<file path="config.mk">
export PLATFORM = sky130hd
export DESIGN_NAME = fir_band_scheduler
export DESIGN_NICKNAME = d
export VERILOG_FILES = /design/src/rtl/eq_pkg.sv /design/src/rtl/eq_next_band.sv /design/src/rtl/fir_band_scheduler.sv
export SDC_FILE = /design/constraint.sdc
export NUM_CORES = 1
export LEC_CHECK = 0
export ABC_AREA = 0
export BUFFER_PORTS_ARGS = -buffer_cell sky130_fd_sc_hd__buf_2
export CORE_UTILIZATION = 50
export CTS_BUF_LIST = sky130_fd_sc_hd__clkbuf_16
export CTS_CLUSTER_SIZE = 14
export DETAILED_ROUTE_END_ITERATION = 16
export PLACE_DENSITY = 0.89
export SETUP_SLACK_MARGIN = 0.2
export SYNTH_ARGS = -nofsm -noshare
export SYNTH_HDL_FRONTEND = slang
export SYNTH_HIERARCHICAL = 1
export SYNTH_SLANG_ARGS = --single-unit
</file>
<file path="constraint.sdc">
create_clock -name clk -period 2.1 [get_ports clk]
set_clock_uncertainty 0.05 [all_clocks]
set_input_delay 0.315 -clock clk [delete_from_list [all_inputs] [get_ports clk]]
set_output_delay 0.315 -clock clk [all_outputs]
set_load 0.02 [all_outputs]
</file>
<file path="src/rtl/eq_pkg.sv">
// rtl/eq_pkg.sv - shared types and limits for the equalizer band scheduler
//
// Purpose: common scheduler state encoding, band index type and the upper
// bound on band count that a 3-bit band index can address.

package eq_pkg;

  typedef enum logic [2:0] {
    IDLE,
    PICK,
    START,
    RUN,
    DRAIN
  } sched_state_t;

  typedef logic [2:0] band_idx_t;

  localparam int NUM_BANDS_MAX = 8;

endpackage

</file>
<file path="src/rtl/eq_next_band.sv">
// rtl/eq_next_band.sv - finds the lowest enabled band strictly above a given index
//
// Purpose: combinational search over the latched enable mask. With i_none set
// the search starts from band 0 (no band served yet in this frame).
// Ports:
//   i_en     in  NUM_BANDS  latched per-band enable mask
//   i_cur    in  3          index of the band just served
//   i_none   in  1          no band served yet; ignore i_cur
//   o_found  out 1          an eligible band exists
//   o_idx    out 3          lowest eligible band index (0 when none)

module eq_next_band
  import eq_pkg::*;
#(
  parameter int NUM_BANDS = 5
) (
  input  logic [NUM_BANDS-1:0] i_en,
  input  band_idx_t            i_cur,
  input  logic                 i_none,
  output logic                 o_found,
  output band_idx_t            o_idx
);

  // Scan from the top down so the lowest eligible band is the last written.
  always_comb begin
    o_found = 1'b0;
    o_idx   = '0;
    for (int i = NUM_BANDS - 1; i >= 0; i--) begin
      if (i_en[i] && (i_none || (i > int'(i_cur)))) begin
        o_found = 1'b1;
        o_idx   = band_idx_t'(i);
      end
    end
  end

endmodule

</file>
<file path="src/rtl/fir_band_scheduler.sv">
// rtl/fir_band_scheduler.sv - time-shares one FIR MAC engine across equalizer bands
//
// Purpose: on each new sample pair, walks the enabled bands lowest first; for
// each one selects the coefficient bank, rewinds the sample queue, strobes the
// shared FIR for NTAPS+1 cycles and captures the band's L/R result.
// Ports:
//   clk, rst_n          clock, asynchronous active-low reset
//   new_smpl            frame start pulse
//   band_en             per-band enable, latched at frame start
//   clr_ovr             clears the sticky overrun flag
//   fir_lft, fir_rght   shared FIR results
//   band_sel            coefficient bank select
//   fir_seq             FIR sequencing strobe
//   smp_rewind          queue read pointer rewind pulse
//   smp_rd_en           queue read advance
//   res_vld/band/lft/rght  captured band result, res_vld pulses once per band
//   frame_done          all enabled bands of the frame completed
//   busy                scheduler not idle
//   overrun             sticky: new_smpl seen while busy

module fir_band_scheduler
  import eq_pkg::*;
#(
  parameter int NUM_BANDS = 5,
  parameter int NTAPS     = 1021
) (
  input  logic                 clk,
  input  logic                 rst_n,
  input  logic                 new_smpl,
  input  logic [NUM_BANDS-1:0] band_en,
  input  logic                 clr_ovr,
  input  logic [15:0]          fir_lft,
  input  logic [15:0]          fir_rght,
  output logic [2:0]           band_sel,
  output logic                 fir_seq,
  output logic                 smp_rewind,
  output logic                 smp_rd_en,
  output logic                 res_vld,
  output logic [2:0]           res_band,
  output logic [15:0]          res_lft,
  output logic [15:0]          res_rght,
  output logic                 frame_done,
  output logic                 busy,
  output logic                 overrun
);

  localparam int TW = $clog2(NTAPS + 1);

  sched_state_t         r_state;
  sched_state_t         w_next;
  logic [NUM_BANDS-1:0] r_en_q;
  band_idx_t            r_band_sel;
  logic                 r_first;
  logic [TW-1:0]        r_tap_cnt;
  logic                 r_res_vld;
  band_idx_t            r_res_band;
  logic [15:0]          r_res_lft;
  logic [15:0]          r_res_rght;
  logic                 r_overrun;
  logic                 w_found;
  band_idx_t            w_idx;
  logic                 w_last_tap;

  eq_next_band #(
    .NUM_BANDS (NUM_BANDS)
  ) u_next_band (
    .i_en    (r_en_q),
    .i_cur   (r_band_sel),
    .i_none  (r_first),
    .o_found (w_found),
    .o_idx   (w_idx)
  );

  assign w_last_tap = (r_tap_cnt == TW'(NTAPS));

  always_ff @(posedge clk or negedge rst_n) begin
    if (!rst_n) begin
      r_state <= IDLE;
    end else begin
      r_state <= w_next;
    end
  end

  // Strobes are decoded from state so reset removes them without waiting
  // for a clock edge.
  always_comb begin
    w_next     = r_state;
    frame_done = 1'b0;
    smp_rewind = 1'b0;
    fir_seq    = 1'b0;
    smp_rd_en  = 1'b0;
    case (r_state)
      IDLE: begin
        if (new_smpl) begin
          w_next = PICK;
        end
      end
      PICK: begin
        if (w_found) begin
          w_next = START;
        end else begin
          frame_done = 1'b1;
          w_next     = IDLE;
        end
      end
      START: begin
        smp_rewind = 1'b1;
        w_next     = RUN;
      end
      RUN: begin
        fir_seq = 1'b1;
        // Cycle 0 of RUN is the FIR accumulator clear; no sample consumed.
        smp_rd_en = (r_tap_cnt != '0);
        if (w_last_tap) begin
          w_next = DRAIN;
        end
      end
      DRAIN: begin
        w_next = PICK;
      end
      default: begin
        w_next = IDLE;
      end
    endcase
  end

  always_ff @(posedge clk or negedge rst_n) begin
    if (!rst_n) begin
      r_en_q     <= '0;
      r_band_sel <= '0;
      r_first    <= 1'b0;
      r_tap_cnt  <= '0;
      r_res_vld  <= 1'b0;
      r_res_band <= '0;
      r_res_lft  <= '0;
      r_res_rght <= '0;
      r_overrun  <= 1'b0;
    end else begin
      r_res_vld <= 1'b0;
      case (r_state)
        IDLE: begin
          if (new_smpl) begin
            r_en_q  <= band_en;
            r_first <= 1'b1;
          end
        end
        PICK: begin
          if (w_found) begin
            r_band_sel <= w_idx;
            r_first    <= 1'b0;
          end
        end
        START: begin
          r_tap_cnt <= '0;
        end
        RUN: begin
          if (!w_last_tap) begin
            r_tap_cnt <= r_tap_cnt + TW'(1);
          end
        end
        DRAIN: begin
          r_res_lft  <= fir_lft;
          r_res_rght <= fir_rght;
          r_res_band <= r_band_sel;
          r_res_vld  <= 1'b1;
        end
        default: begin
        end
      endcase

      // A fresh overrun event takes priority over a coincident clear.
      if (new_smpl && (r_state != IDLE)) begin
        r_overrun <= 1'b1;
      end else if (clr_ovr) begin
        r_overrun <= 1'b0;
      end
    end
  end

  assign band_sel = r_band_sel;
  assign res_vld  = r_res_vld;
  assign res_band = r_res_band;
  assign res_lft  = r_res_lft;
  assign res_rght = r_res_rght;
  assign busy     = (r_state != IDLE);
  assign overrun  = r_overrun;

endmodule

</file>
==> flow_summary.ini, run 1 <==
[critical_path]
max_stage_delay_ns = 0.45
critical_path.cell_chain = nand2b_2 > o311ai_4 > nand4_1 > nor2_1 > buf_4
crit_family = simple AND/OR/NAND/NOR gates
crit_slowest_cell = dfrtp_2
startpoint_type = flip-flop
path_max_fanout = 6
arrival_ns = 1.55
cp-end-kind = primary output
crit_required_ns = 1.74
path_buf_inv = 1
critPathKind = flip-flop to primary output

[logic_synthesis]
ys_seq_area_share_pct = 54.9
syn_nets = 248
syn_inst = 204
ys_seq_elements = 59
syn_area_mm2 = 0.00269
netlist-cell-type-count = 49
syn-mean-instance-area_um2 = 13.2
yosys_warnings = 6

[cells_and_area]
layout_common_cells = buf_2 (83), dfrtp_1 (56), mux2_2 (42)
regArea_mm2 = 0.00148
fillerInstances = 373
area_growth_syn_to_layout_pct = 34.5
fin_util_pct = 70.4
insertedDiodeCount = 0
drive_gt1_share_pct = 57.3
multi_input_area_mm2 = 0.00115
num-nets-final = 355
final_common_cell = buf_2

[cts]
path_clk_slew_ns = 0.05
clockBufferDepth = 2
clkLatencyLatePin_ns = 0.32
htreeDepth = 3
cts_tree = yes
numCtsBuffers = 9
ctsRootBufferMaster = clkbuf_16
clock-sinks = 59

[grt]
grt_first_pass_wirelength_um = 8680
antenna_found_initial = 0
grt.overflow.total = 0
track_usage_pct = 21.0
first_global_vias = 1907
grt_max_degree = 36

[drt]
num_vias = 2012
drt_iter0_drc = 69
drc = 0
ant_nets = 0
totalWireLength_um = 5700
wl_per_cell_um = 14.8
vias_per_cell = 5.21
firstDrtPassIters = 4

[timing]
period_minus_slack_ns = 1.91
worst_pin_slew_ns = 0.674
slew_violations = 0
hold_violations = 0
fin_crit_sh_pct = 91.0
setup_violations = 0
rsz0062_at_grt = true
fmaxAchievable_ghz = 0.524
fin_tns_setup_ns = 0
hold_ws_ns = 0.145
timing.slew.headroom_pct = 55.1

[die]
die_w_um = 75.4
fp.coreArea_mm2 = 0.00514
num_rows = 26
io_pins = 86
die-area_mm2 = 0.00568
floorplan.initialDensity_pct = 52.4
die_y_um = 75.4

[power]
ir_drop_mv = 0.797
p_leak_nw = 1.74
p_per_area_mw_per_mm2 = 1620

[place]
gp_congestion = 0.903
port_buffers = 85
dp_hpwl_um = 3880

[status]
status = finished clean

[run]
timing.max_cap.violations = 0

[worst_hold_path]
hp-class = input port to flip-flop
## synthesized netlist by cell type, drive strengths merged
library cell,count,area (um^2)
clkinv,1,8.76
nor4b,2,17.5
nand2b,1,8.76
nor3b,1,12.5
o31a,1,10.0
dfrtp,59,1480
or2,1,6.26
a22oi,1,7.51
a21o,1,7.51
mux2i,1,10.0
inv,10,40.0
nor2b,2,12.5
a21oi,7,35.0
buf,6,68.8
nand2,14,52.6
or4,1,7.51
mux2,43,484
ha,3,37.5
a31oi,1,6.26
or3,3,25.0
a21bo,1,10.0
o31ai,6,58.8
xor2,1,8.76
nor3,4,31.3
nand3b,1,7.51
o311ai,3,51.3
nand3,8,57.6
nor4,1,6.26
and4,1,8.76
nor2,6,30.0
and2,1,6.26
o21ai,8,40.0
nand4,4,40.0
## repair_timing
item,CTS,global route
gates resized for setup,9,6
pin swaps,4,5
setup buffers,4,9
hold buffers,1,0
hold endpoints to repair,29,0
endpoints found under the setup margin,2,5
## power breakdown
part	switching, mW	internal, mW
sequential	0.400	1.63
combinational	1.31	1.17
clock	0.478	0.898
total	2.19	3.69
## area by class of cell
type	instances	share of cell area, %
Clock buffer	9	6.22
Clock inverter	7	1.62
Inverter	11	1.35
Multi-Input combinational cell	128	31.7
Sequential cell	59	40.9
Tap cell	70	2.42
Timing Repair Buffer	102	15.8
## logic make-up (layout without fill, tap and decap cells)
| kind of cell | Yosys count | in the layout | share of synthesized area (%) |
|---|---|---|---|
| AND/OR/NAND/NOR | 51 | 51 | 12.3 |
| flip-flops | 59 | 59 | 54.9 |
| multiplexers | 44 | 44 | 18.4 |
| XOR/XNOR | 1 | 1 | 0.325 |
| AO/OA/AOI/OAI | 29 | 29 | 8.42 |
| adder cells (fa/ha/maj) | 3 | 3 | 1.39 |
| buffers and inverters | 17 | 129 | 4.37 |
## path summary, 6_finish.rpt
kind                              start      endpoint  slack [ns]  cells past startpoint
max in group asynchronous         rst_n   res_rght[0]        0.77                      3
min in group asynchronous         rst_n  res_rght[12]        0.53                      2
hold / removal                  clr_ovr       overrun        0.14                      2
hold reg to reg              res_lft[7]    res_lft[7]        0.44                      1
setup reg to reg           r_tap_cnt[1]  r_tap_cnt[5]        0.22                      7
setup / recovery                r_first    frame_done        0.19                      5
## through the flow
stage | total power, mW | setup slack, ns | area [um^2] | std cells
5_1_grt | 6.25 | 0.121 | 3620 | 386
3_3_place_gp | 4.12 | 0.375 | 3170 | 356
3_5_place_dp | 4.22 | 0.291 | 3170 | 356
4_1_cts | 5.78 | 0.157 | 3530 | 377
6_report | 5.88 | 0.190 | 3620 | 386
2_1_floorplan | 3.60 | 0.393 | 2690 | 204
## state kept, by name, summed over array words and instances, names as in the netlist, 3 cells and up
signal / cells
res_lft: 16
res_rght: 16
r_tap_cnt: 10
r_en_q: 5
band_sel: 3
r_state: 3
res_band: 3
## layer usage
layer | wire length (um) | global-route usage, % | vias to the layer above
li1 | - | - | 956
met1 | 2320 | 24.3 | 977
met2 | 3000 | 36.9 | 73
met3 | 324 | 6.61 | 6
met4 | 55 | 7.41 | 0
met5 | 0 | 0 | -
No activity file was read; power rests on OpenSTA's default activity.
==> run 2: changes to the inputs <==
--- a/config.mk
+++ b/config.mk
@@ -11,7 +11,9 @@
 export CTS_BUF_LIST = sky130_fd_sc_hd__clkbuf_16
 export CTS_CLUSTER_SIZE = 14
 export DETAILED_ROUTE_END_ITERATION = 16
+export GPL_TIMING_DRIVEN = 0
 export PLACE_DENSITY = 0.89
+export RECOVER_POWER = 25
 export SETUP_SLACK_MARGIN = 0.2
 export SYNTH_ARGS = -nofsm -noshare
 export SYNTH_HDL_FRONTEND = slang
==> constraint.sdc (replaced) <==
create_clock -name clk -period 2 [get_ports clk]
set_clock_uncertainty 0.05 [all_clocks]
set_input_delay 0.3 -clock clk [delete_from_list [all_inputs] [get_ports clk]]
set_output_delay 0.3 -clock clk [all_outputs]
set_load 0.02 [all_outputs]
==> flow_summary.ini, run 2 (synthesis gave the netlist of run 1 again) <==
[status]
status = finished clean

[critical_path]
reg2reg_depth = 5
crit_required_ns = 1.65
cp-end-kind = primary output
reg2reg_to = band_sel[0]
startpoint_type = flip-flop
path_max_fanout = 7
r2r_start = band_sel[2]
arrival_ns = 1.58
critPathKind = flip-flop to primary output
rrSetupSlack_ns = 0.25
crit_start = band_sel[2]
setup.worst_path.end = frame_done

[cts]
htreeDepth = 3
clockBufferDepth = 2
numCtsBuffers = 9
path_clk_slew_ns = 0.05
ctsRootBufferMaster = clkbuf_16
cts-hold-fix-buffers = 0
clkLatencyLatePin_ns = 0.32
clock-sinks = 59
cts_tree = yes

[grt]
first_global_vias = 1869
antenna_found_initial = 0
grt.overflow.total = 0
track_usage_pct = 20.0
grt_max_degree = 60
grt_first_pass_wirelength_um = 8390

[power]
p_per_area_mw_per_mm2 = 1740
p_leak_nw = 1.75
ir_drop_mv = 0.902
p_total_mw = 6.29

[timing]
setup_violations = 0
period_minus_slack_ns = 1.93
fmaxAchievable_ghz = 0.518
worst_slack_ns = 0.0678
fin_crit_sh_pct = 96.6
fin_tns_setup_ns = 0
hold_violations = 0
timing.slew.headroom_pct = 5.86
worst_pin_slew_ns = 1.41
rsz0062_at_grt = true
slew_violations = 0

[drt]
firstDrtPassIters = 4
wl_per_cell_um = 14.3
ant_nets = 0
totalWireLength_um = 5480
num_vias = 2009
drc = 0
drt_iter0_drc = 56
vias_per_cell = 5.26

[place]
pre_cts_slack_ns = 0.155
dp_hpwl_um = 3740
gp_congestion = 0.921
port_buffers = 85

[die]
io_pins = 86
num_rows = 26
die-area_mm2 = 0.00568
die_w_um = 75.4
floorplan.initialDensity_pct = 52.4
fp.coreArea_mm2 = 0.00514
die_y_um = 75.4

[cells_and_area]
drive_gt1_share_pct = 57.1
final_common_cell = buf_2
insertedDiodeCount = 0
num-nets-final = 351
layout_common_cells = buf_2 (82), dfrtp_1 (55), mux2_2 (42)
area_growth_syn_to_layout_pct = 34.6

[worst_hold_path]
hp-class = input port to flip-flop

[run]
timing.max_cap.violations = 0
[run 2: cell count changes in the layout (fill, tap and decap cells not counted), sizes merged]
cell,previous run,this run
inv,10,11
dlygate4sd3,1,0
clkinvlp,1,0
bufinv,1,2
buf,101,97
clkinv,6,5
clkbuf,9,10
[run 2: critical path, stage by stage (launching register included)]
cell     delay, ns
dfrtp_1       0.48
nor3_1        0.36
nand2_1       0.09
nand4_1       0.12
nor2_1        0.06
buf_4         0.15
[run 2: what timing repair did]
action	4_1_cts	5_1_grt
pin swaps	5	4
setup endpoints to repair	32	7
gates resized for setup	7	10
buffers inserted	4	3
[run 2: area by class of cell]
| cell class | instances | area [um^2] |
|---|---|---|
| plain buffers | 6 | 68.8 |
| clock buffers | 9 | 225 |
| clock inverters | 7 | 83.8 |
| fillers | 383 | 1520 |
| inverters | 11 | 48.8 |
| multi-input cells | 128 | 1140 |
| flip-flops and latches | 59 | 1480 |
| well taps | 70 | 87.6 |
| repair buffers | 92 | 487 |
[run 2: worst min-delay path by stage]
stage                 from           to  cells past startpoint
5_1_grt            clr_ovr      overrun                      2
2_1_floorplan        rst_n  band_sel[0]                      0
3_5_place_dp   res_rght[3]  res_rght[3]                      1
6_report           clr_ovr      overrun                      2
3_3_place_gp    res_lft[7]   res_lft[7]                      1
4_1_cts            clr_ovr      overrun                      2
[run 2: routing by layer]
layer  global-route usage [%]  vias up  wire (um)
met1                     25.0      986       2280
met5                        0        -          0
met3                     5.03       10        283
met4                     8.85        0         91
met2                     33.2       65       2830
li1                         -      948          -
[run 2: where the power goes]
group	leakage, nW	switching (mW)	internal [mW]	total [mW]
logic	0.868	1.45	1.22	2.67
registers	0.730	0.331	1.71	2.04
clock network	0.153	0.507	1.07	1.58
[run 2: through the flow]
| stage | hold WS [ns] | cells | area [um^2] | utilization, % |
|---|---|---|---|---|
| 5_1_grt | 0.132 | 382 | 3620 | 70.5 |
| 3_5_place_dp | 0.440 | 359 | 3200 | 62.3 |
| 6_report | 0.134 | 382 | 3620 | 70.5 |
| 2_1_floorplan | -0.0456 | 204 | 2690 | - |
| 3_3_place_gp | 0.421 | 359 | 3200 | 62.3 |
| 4_1_cts | 0.128 | 379 | 3570 | 69.5 |
==> run 3: changes to the inputs <==
--- a/config.mk
+++ b/config.mk
@@ -5,14 +5,14 @@
 export SDC_FILE = /design/constraint.sdc
 export NUM_CORES = 1
 export LEC_CHECK = 0
-export ABC_AREA = 0
+export ABC_AREA = 1
 export BUFFER_PORTS_ARGS = -buffer_cell sky130_fd_sc_hd__buf_2
-export CORE_UTILIZATION = 50
+export CORE_UTILIZATION = 51
 export CTS_BUF_LIST = sky130_fd_sc_hd__clkbuf_16
 export CTS_CLUSTER_SIZE = 14
 export DETAILED_ROUTE_END_ITERATION = 16
 export GPL_TIMING_DRIVEN = 0
-export PLACE_DENSITY = 0.89
+export PLACE_DENSITY = 0.9
 export RECOVER_POWER = 25
 export SETUP_SLACK_MARGIN = 0.2
 export SYNTH_ARGS = -nofsm -noshare
==> flow_summary.ini, run 3 <==
[timing]
worst_pin_slew_ns = 1.42
fin_crit_sh_pct = 96.1
slew_violations = 0
rsz0062_at_grt = true
hold_violations = 0
setup_violations = 0
period_minus_slack_ns = 1.92
timing.slew.headroom_pct = 5.14
hold_ws_ns = 0.109
fin_tns_setup_ns = 0
fmaxAchievable_ghz = 0.520

[critical_path]
max_stage_delay_ns = 0.40
critical_path.cell_chain = inv_2 > nand2_4 > nor2_4 > nor2_2 > nor2_4 > nand3_4 > nor2_4 > buf_6
r2r_start = r_first
cpMostUsedCell = nor2_4
critPathKind = flip-flop to primary output
path_buf_inv = 2
cp-end-kind = primary output
crit_required_ns = 1.65
path_max_fanout = 4
arrival_ns = 1.57
crit_slowest_cell = dfrtp_1
rrSetupSlack_ns = 0.14
startpoint_type = flip-flop
reg2reg_depth = 13
crit_family = simple AND/OR/NAND/NOR gates
reg2reg_to = r_state[1]

[logic_synthesis]
ys.flop_type = dfrtp_1
synth_xor_area_share_pct = 0.638
synth_adder_area_share_pct = 1.37
synth_simple_gate_area_share_pct = 32.7
netlist-cell-type-count = 26
syn_inst = 343
synth_top_area_share_pct = 53.7
synth_edf_count = 0
ys_top_cells_by_count = nand2_1 (161), dfrtp_1 (59), inv_1 (29)
muxShareOfSynthArea_pct = 0
synth_area_leader_cell = dfrtp_1
ys_seq_elements = 59
syn_nets = 387
synth_area_leaders = dfrtp_1 (54%), nand2_1 (22%), inv_1 (4.0%), nand3_1 (3.5%), o21ai_0 (2.9%)
ys_seq_area_share_pct = 53.7
syn-mean-instance-area_um2 = 8.01
synth-compound-area-share_pct = 3.87
synthArstFlopShare_pct = 100
syn_area_mm2 = 0.00275
synth_top_family_by_area = simple AND/OR/NAND/NOR gates
yosysMostFrequentCell = nand2_1
yosys_warnings = 6

[cells_and_area]
area_growth_syn_to_layout_pct = 35.7
layout_common_cells = nand2_1 (159), buf_2 (87), dfrtp_1 (58)
insertedDiodeCount = 0
num-nets-final = 492
final_common_cell = nand2_1
stdcell_count = 523
fin_area_mm2 = 0.00373
drive_gt1_share_pct = 32.7

[drt]
wl_per_cell_um = 13.1
num_vias = 2577
vias_per_cell = 4.93
drt_iter0_drc = 141
totalWireLength_um = 6840
firstDrtPassIters = 4
drc = 0
ant_nets = 0

[cts]
clock-sinks = 59
ctsRootBufferMaster = clkbuf_16
path_clk_slew_ns = 0.05
cts_tree = yes
clkLatencyLatePin_ns = 0.32
numCtsBuffers = 9
clockBufferDepth = 2
htreeDepth = 3

[die]
floorplan.initialDensity_pct = 53.5
die-area_mm2 = 0.00569
fp.coreArea_mm2 = 0.00514
die_w_um = 75.4
num_rows = 26
die_y_um = 75.4
io_pins = 86

[power]
p_sw_share_pct = 41.5
switchingPower_mw = 2.65
ir_drop_mv = 1.03
p_leak_nw = 2.10
internal_power_mw = 3.74
p_clk_share_pct = 24.7
seqPwrFrac_pct = 31.4
pwr-share-comb_pct = 43.8
p_per_area_mw_per_mm2 = 1710

[status]
status = finished clean

[grt]
antenna_found_initial = 0
grt.overflow.total = 0
track_usage_pct = 24.0
grt_max_degree = 60
grt_first_pass_wirelength_um = 9990
first_global_vias = 2291

[place]
dp_cells = 498
dp_hpwl_um = 4330
dpl_cell_area_mm2 = 0.00326
gp_congestion = 0.824
port_buffers = 85

[worst_hold_path]
hp-start = clr_ovr
hp-class = input port to flip-flop
hold_depth = 2
holdPathEnd = overrun

[run]
timing.max_cap.violations = 0
==> run 3: power by group through the flow <==
stage                     Combinational (mW)  Sequential (mW)  Clock (mW)
after floorplan                         1.13             2.46           0
after global placement                  2.31             1.97           0
after detailed placement                2.39             2.00           0
after CTS                               2.58             1.98        1.60
after global routing                    3.10             2.06        1.65
final                                   2.80             2.01        1.58
==> run 3: cell families after synthesis <==
logic type | Yosys count
simple gates | 213
flops | 59
buf+inv | 46
compound gates | 20
fa+ha+maj | 3
xor+xnor | 2
==> run 3: final cells by class <==
| type | count | area [um^2] |
|---|---|---|
| clock buffers | 9 | 225 |
| repair buffers | 94 | 505 |
| flip-flops and latches | 59 | 1480 |
| inverters | 34 | 130 |
| clock inverters | 7 | 85.1 |
| plain buffers | 12 | 85.1 |
| well taps | 70 | 87.6 |
| fillers | 358 | 1410 |
| multi-input cells | 238 | 1130 |
==> run 3: timing repair <==
action,4_1_cts,5_1_grt
pin swaps,4,4
gates resized for setup,7,20
setup endpoints to repair,2,7
setup buffers,7,2
hold buffers,0,0
==> run 3: through the flow <==
| step | total power, mW | utilization (%) | setup slack, ns |
|---|---|---|---|
| 2_1_floorplan | 3.59 | - | 0.420 |
| 3_3_place_gp | 4.28 | 63.4 | 0.433 |
| 3_5_place_dp | 4.39 | 63.4 | 0.375 |
| 4_1_cts | 6.16 | 70.9 | 0.0977 |
| 5_1_grt | 6.81 | 72.5 | 0.0101 |
| 6_report | 6.39 | 72.5 | 0.0780 |
==> run 3: per-layer routing <==
layer / up-vias / wire (um) / global-route usage [%]
li1: 1263 / - / -
met1: 1188 / 2800 / 26.5
met2: 107 / 3360 / 42.2
met3: 19 / 540 / 8.86
met4: 0 / 144 / 9.05
met5: - / 0 / 0
==> run 3: worst max path at each step <==
stage	to	depth (start not counted)	start	slack, ns
final	frame_done	8	r_first	0.08
after detailed placement	frame_done	8	r_first	0.37
after global placement	frame_done	8	r_first	0.43
after CTS	frame_done	8	r_first	0.1
after global routing	frame_done	8	r_first	0.01
after floorplan	frame_done	6	band_sel[1]	0.42
